## src/rtl/proc_sequencer.sv

```systemverilog
// Instruction sequencer: fetches 9-bit words from a synchronous ROM and issues them to a processor.
// Latency: Go or retire to Run is 2 cycles (FETCH, ISSUE); a load operand is on DIN the cycle after Run.
// Backpressure: holds in WAIT until Done, for at most TMO_CYC cycles, then stops with sticky Err.
// Optional single-step gating after each retire is enabled by defining PROC_SEQ_STEP_EN.
module proc_sequencer #(
   parameter int ADDR_W  = 5,
   parameter int TMO_CYC = 7
) (
   input  logic              Clock,
   input  logic              Resetn,
   input  logic              Go,
   input  logic              Halt,
`ifdef PROC_SEQ_STEP_EN
   input  logic              Step,
`endif
   output logic [ADDR_W-1:0] mem_addr,
   input  logic [8:0]        mem_q,
   output logic [8:0]        DIN,
   output logic              Run,
   input  logic              Done,
   output logic              Busy,
   output logic              Err,
   output logic [ADDR_W-1:0] PC,
   output logic [7:0]        retired
);

   typedef enum logic [2:0] {
      S_IDLE,
      S_FETCH,
      S_ISSUE,
      S_WAIT,
      S_HALTED,
      S_ERROR
`ifdef PROC_SEQ_STEP_EN
      , S_STEPWAIT
`endif
   } state_t;

   localparam logic [2:0] OP_LOAD = 3'b001;
   localparam logic [2:0] OP_HALT = 3'b111;

   // The timeout counter runs 0..TMO_CYC-1 across the WAIT cycles
   localparam int TW = (TMO_CYC < 2) ? 1 : $clog2(TMO_CYC);
   localparam logic [TW-1:0]     TMO_LAST = TW'(TMO_CYC - 1);
   localparam logic [ADDR_W-1:0] PC_ONE   = ADDR_W'(1);
   localparam logic [ADDR_W-1:0] PC_TWO   = ADDR_W'(2);

   state_t            state_q, state_d;
   logic [ADDR_W-1:0] pc_q, pc_d;
   logic [7:0]        ret_q, ret_d;
   logic              err_q, err_d;
   logic [TW-1:0]     tmo_q, tmo_d;
   logic              load_q, load_d;

   assign DIN     = mem_q;
   assign PC      = pc_q;
   assign retired = ret_q;
   assign Err     = err_q;

   // State and datapath registers; reset abandons any in-flight instruction
   always_ff @(posedge Clock or negedge Resetn) begin
      if (!Resetn) begin
         state_q <= S_IDLE;
         pc_q    <= '0;
         ret_q   <= '0;
         err_q   <= 1'b0;
         tmo_q   <= '0;
         load_q  <= 1'b0;
      end else begin
         state_q <= state_d;
         pc_q    <= pc_d;
         ret_q   <= ret_d;
         err_q   <= err_d;
         tmo_q   <= tmo_d;
         load_q  <= load_d;
      end
   end

   // Next-state, datapath updates and ROM address / strobe generation
   always_comb begin
      state_d  = state_q;
      pc_d     = pc_q;
      ret_d    = ret_q;
      err_d    = err_q;
      tmo_d    = tmo_q;
      load_d   = load_q;
      mem_addr = pc_q;
      Run      = 1'b0;
      Busy     = 1'b0;
      case (state_q)
         S_IDLE, S_HALTED, S_ERROR: begin
            if (Go) begin
               pc_d    = '0;
               ret_d   = '0;
               state_d = S_FETCH;
               if (state_q == S_ERROR) err_d = 1'b0;
            end
         end
         S_FETCH: begin
            Busy    = 1'b1;
            state_d = S_ISSUE;
         end
         S_ISSUE: begin
            Busy = 1'b1;
            if (mem_q[8:6] == OP_HALT) begin
               state_d = S_HALTED;
            end else begin
               // Pre-address the next word so a load operand lands on DIN in WAIT
               Run      = 1'b1;
               mem_addr = pc_q + PC_ONE;
               load_d   = (mem_q[8:6] == OP_LOAD);
               tmo_d    = '0;
               state_d  = S_WAIT;
            end
         end
         S_WAIT: begin
            Busy     = 1'b1;
            mem_addr = pc_q + PC_ONE;
            if (Done) begin
               pc_d  = pc_q + (load_q ? PC_TWO : PC_ONE);
               ret_d = ret_q + 8'd1;
               if (Halt) state_d = S_IDLE;
`ifdef PROC_SEQ_STEP_EN
               else      state_d = S_STEPWAIT;
`else
               else      state_d = S_FETCH;
`endif
            end else if (tmo_q == TMO_LAST) begin
               err_d   = 1'b1;
               state_d = S_ERROR;
            end else begin
               tmo_d = tmo_q + 1'b1;
            end
         end
`ifdef PROC_SEQ_STEP_EN
         S_STEPWAIT: begin
            Busy = 1'b1;
            if (Step) state_d = S_FETCH;
         end
`endif
         default: state_d = S_IDLE;
      endcase
   end

endmodule
```

## config.mk

```make
export PLATFORM = sky130hd
export DESIGN_NAME = proc_sequencer
export DESIGN_NICKNAME = d
export VERILOG_FILES = /design/src/rtl/proc_sequencer.sv
export SDC_FILE = /design/constraint.sdc
export NUM_CORES = 1
export LEC_CHECK = 0
export ABC_CLOCK_PERIOD_IN_PS = 1900
export CORE_UTILIZATION = 54
export DETAILED_ROUTE_END_ITERATION = 8
export DONT_BUFFER_PORTS = 1
export PLACE_DENSITY_LB_ADDON = 0.05
export SLEW_MARGIN = 20
export SYNTH_ARGS = -nofsm -noshare
export SYNTH_HDL_FRONTEND = slang
export SYNTH_SLANG_ARGS = --single-unit
```

## constraint.sdc

```tcl
create_clock -name Clock -period 1.9 [get_ports Clock]
set_clock_uncertainty 0.05 [all_clocks]
set_input_delay 0.285 -clock Clock [delete_from_list [all_inputs] [get_ports Clock]]
set_output_delay 0.285 -clock Clock [all_outputs]
set_load 0.05 [all_outputs]
```

==> metrics.log <==
[metrics] adder-cell share of the synthesized area: 7.005%
[metrics] period utilization: 101.4%
[metrics] die extent in x: 52.14 µm
[metrics] synthesized-area fraction occupied by xor and xnor cells: 2.581%
[metrics] layout cell share with drive strength beyond 1: 34.55%
[metrics] slack of the critical path: -0.02616 ns
[metrics] clock-pin slew of the registers on the worst-case setup and hold paths: 0.11 ns
[metrics] setup repair after global routing missed its margin: yes
[metrics] count of inserted antenna diode cells: 0
[metrics] highest clock frequency the design can meet: 519.2 MHz
[metrics] biggest fanout along the worst timing path: 4
[metrics] area fraction in and, or, nand and nor cells after synthesis: 19.26%
[metrics] number of global-route vias before repair: 947
[metrics] total wire length after detailed routing: 2.961 mm
[metrics] pin count of the biggest net entering global routing: 22
[metrics] final count of pins violating max slew: 0
[metrics] wire length of the first global-routing pass: 4.574 mm
[metrics] worst endpoint data arrival time: 1.59 ns
[metrics] Slew Limit Headroom: 37.58%
[metrics] sequential cell area fraction in the yosys report: 38.71%
[metrics] run status: finished with violations
[metrics] antenna violations before repair: 0
[metrics] number of nets at the end of the flow: 187
[metrics] first-iteration detailed-routing DRC count: 19
[metrics] Final min period: 1.926 ns
[metrics] category of the critical setup timing path: flip-flop to output port
[metrics] placed wire-length estimate after detailed placement: 2.173 mm
[metrics] startpoint of the worst hold path: Go
[metrics] Primary FF master, synth: sky130_fd_sc_hd__dfrtp_1
[metrics] Clock Sink Count: 21
[metrics] Crit. End Element: output port
[metrics] FF+latch count, synth: 21
[metrics] clock tree from TritonCTS: yes
[metrics] PortBufs: 0
[metrics] average detailed-routed wire length per instance: 15.34 µm
[metrics] ratio of routed vias to standard cells: 5.902
[metrics] antenna-violating nets left: 0
[metrics] count of synthesis-stage warnings from yosys: 0
[metrics] final setup vio count: 1
[metrics] Cell Count, Final, Fillers Out: 193
[metrics] fraction of the mapped netlist area in compound gates: 17.51%
[metrics] source of the critical timing path: state_q[0]
[metrics] average cell area after synthesis: 9.909 µm²
[metrics] overall die height: 52.14 µm
[metrics] area grow syn2layout: 27.37%
[metrics] TritonCTS Buffers: 3
[metrics] starting density of the core: 59.10%
[metrics] Tightest Pin Transition: 0.9332 ns
[metrics] placement-stage worst setup slack: 0.07726 ns
[metrics] row count: 17
[metrics] Netlist Area Pre-Place: 0.001358 mm²
[metrics] power per cell area: 1552 mW/mm²
[metrics] number of unique standard cell types used by synthesis: 37
[metrics] # Max-Cap Violations: 0
[metrics] placer's final routability congestion estimate: 0.7937
[metrics] required time of the critical path: 1.56 ns
[metrics] maximum resistive drop on vdd: 1.571 mV
[metrics] sort of element at the start of the critical path: flip-flop
[metrics] I/O Pins: 44
[metrics] largest family of logic cells by synthesized area: simple AND/OR/NAND/NOR gates
[metrics] final number of hold-violating endpoints: 0
[metrics] violated checks: setup timing
[metrics] startpoint of the most critical register-to-register path: tmo_q[0]
[metrics] GRT Total Usage: 23.22%
[metrics] worst-skew pair later-pin latency: 0.29 ns
[metrics] first drt pass iteration count: 4
[metrics] count of unresolved DRC violations after routing: 0
[metrics] number of flops mapped to enable cells by yosys: 0
[metrics] synthesized instance count: 137
[metrics] Post-Route Utilization: 75.27%
[metrics] Async SR Flop Fraction: 100.0%
[metrics] Worst Hold Class: input pin to flip-flop
[metrics] multiplexer area fraction after synthesis: 6.267%
[metrics] total via count in the routed design: 1139
[metrics] DIE AREA: 0.002719 mm²
[metrics] core region area: 0.002297 mm²
[metrics] clk root buf: sky130_fd_sc_hd__clkbuf_4
[metrics] total global routing overflow: 0
[metrics] number of placed instances, taps included: 177
[metrics] syn_nets: 158
[metrics] CTS max path bufs: 2
[metrics] leakage power figure: 0.0008303 µW
[metrics] deepest level of the CTS H-tree: 1
[metrics] Setup TNS: -0.02616 ns
cell families after synthesis:
group	after synthesis
adder cells (fa/ha/maj)	7
AO/OA/AOI/OAI	35
buffers and inverters	21
multiplexers	8
flip-flops	21
XOR/XNOR	4
AND/OR/NAND/NOR	41
final cells by class:
cell class | instances | area, µm²
Multi-Input combinational cell | 95 | 768.2
Fill cell | 162 | 568.0
Sequential cell | 21 | 528.0
Timing Repair Buffer | 38 | 345.3
Tap cell | 28 | 35.03
Clock buffer | 4 | 26.28
Inverter | 7 | 26.28
registers in the layout (all words and copies together) (netlist names):
register,cells
tmo_q,3
retired,8
state_q,3
PC,5
Err,1
load_q,1
worst max-delay path, stage by stage, from the launching register on:
cell,delay [ns]
sky130_fd_sc_hd__dfrtp_1,0.42
sky130_fd_sc_hd__and4b_1,0.27
sky130_fd_sc_hd__and4bb_2,0.27
sky130_fd_sc_hd__xor2_2,0.18
sky130_fd_sc_hd__buf_12,0.16
final timing paths:
path | to | slack [ns] | cells past startpoint
max in group asynchronous | PC[0] | 0.66 | 1
min | state_q[2] | 0.04 | 1
min in group asynchronous | PC[1] | 0.51 | 1
min reg2reg | tmo_q[1] | 0.52 | 1
max | mem_addr[4] | -0.03 | 4
max reg2reg | tmo_q[1] | 0.10 | 5
through the flow:
step                cell area [µm²]  power (µW)  hold WS, ns
global route                   1729        2836      0.05019
CTS                            1672        2586      0.03391
floorplan                      1400        1852     -0.06059
global placement               1577        2240     -0.06011
detailed placement             1577        2274     -0.06008
finish                         1729        2684      0.03508
repair_timing:
item                       in CTS  in global routing
setup endpoints to repair       6                  8
hold buffers                    1                  0
hold endpoints to repair       21                  0
buffers inserted                5                  6
resized for setup               6                  4
pin swaps                       1                  3
where the power goes:
part / leakage [µW] / internal (µW) / total (µW) / switching [µW]
registers: 0.000277 / 559 / 698 / 139
clock network: 0.0000150 / 81.6 / 209 / 128
logic: 0.000539 / 768 / 1780 / 1010
total: 0.000830 / 1410 / 2680 / 1280
placed cells by master (no fill, tap or decap), drive strengths merged, types with 2 or more instances in the layout:
cell and n:
o31ai 3, a21o 2, inv 7, a22o 4, dfrtp 21, and4b 3
or4 2, nor2 3, nand4b 2, nand3 10, nor2b 2, and3 2
o21ai 11, buf 37, mux2i 4, nor3b 2, xnor2 3, mux2 4
nand4 3, nand2 3, or3 4, ha 6, a21oi 10, clkbuf 4
metal layers:
metal  wire (µm)  vias up  GRT usage [%]
met3         139        6          4.678
li1            -      556              -
met1        1368      551          31.40
met5           0        -              0
met2        1428       26          37.39
met4          24        0          7.018
cells in the mapped netlist, drive strengths merged, types with 2 or more instances:
| cell type | instances | area share [%] |
|---|---|---|
| o21ai | 11 | 4.1 |
| nand2 | 3 | 0.83 |
| nor3b | 2 | 1.1 |
| or3 | 4 | 1.8 |
| dfrtp | 21 | 39 |
| and4b | 3 | 2.2 |
| mux2 | 4 | 3.3 |
| mux2i | 4 | 2.9 |
| nor2 | 3 | 0.83 |
| and3 | 2 | 0.92 |
| ha | 6 | 5.5 |
| o31ai | 3 | 1.7 |
| a22o | 4 | 2.6 |
| buf | 13 | 6.5 |
| nand4 | 3 | 1.4 |
| or4 | 2 | 1.1 |
| nand4b | 2 | 1.3 |
| xnor2 | 3 | 1.9 |
| nand3 | 10 | 3.7 |
| inv | 7 | 1.9 |
| nor2b | 2 | 0.92 |
| a21oi | 10 | 3.7 |
| a21o | 2 | 1.1 |
Power figures use the tool's default switching activity.
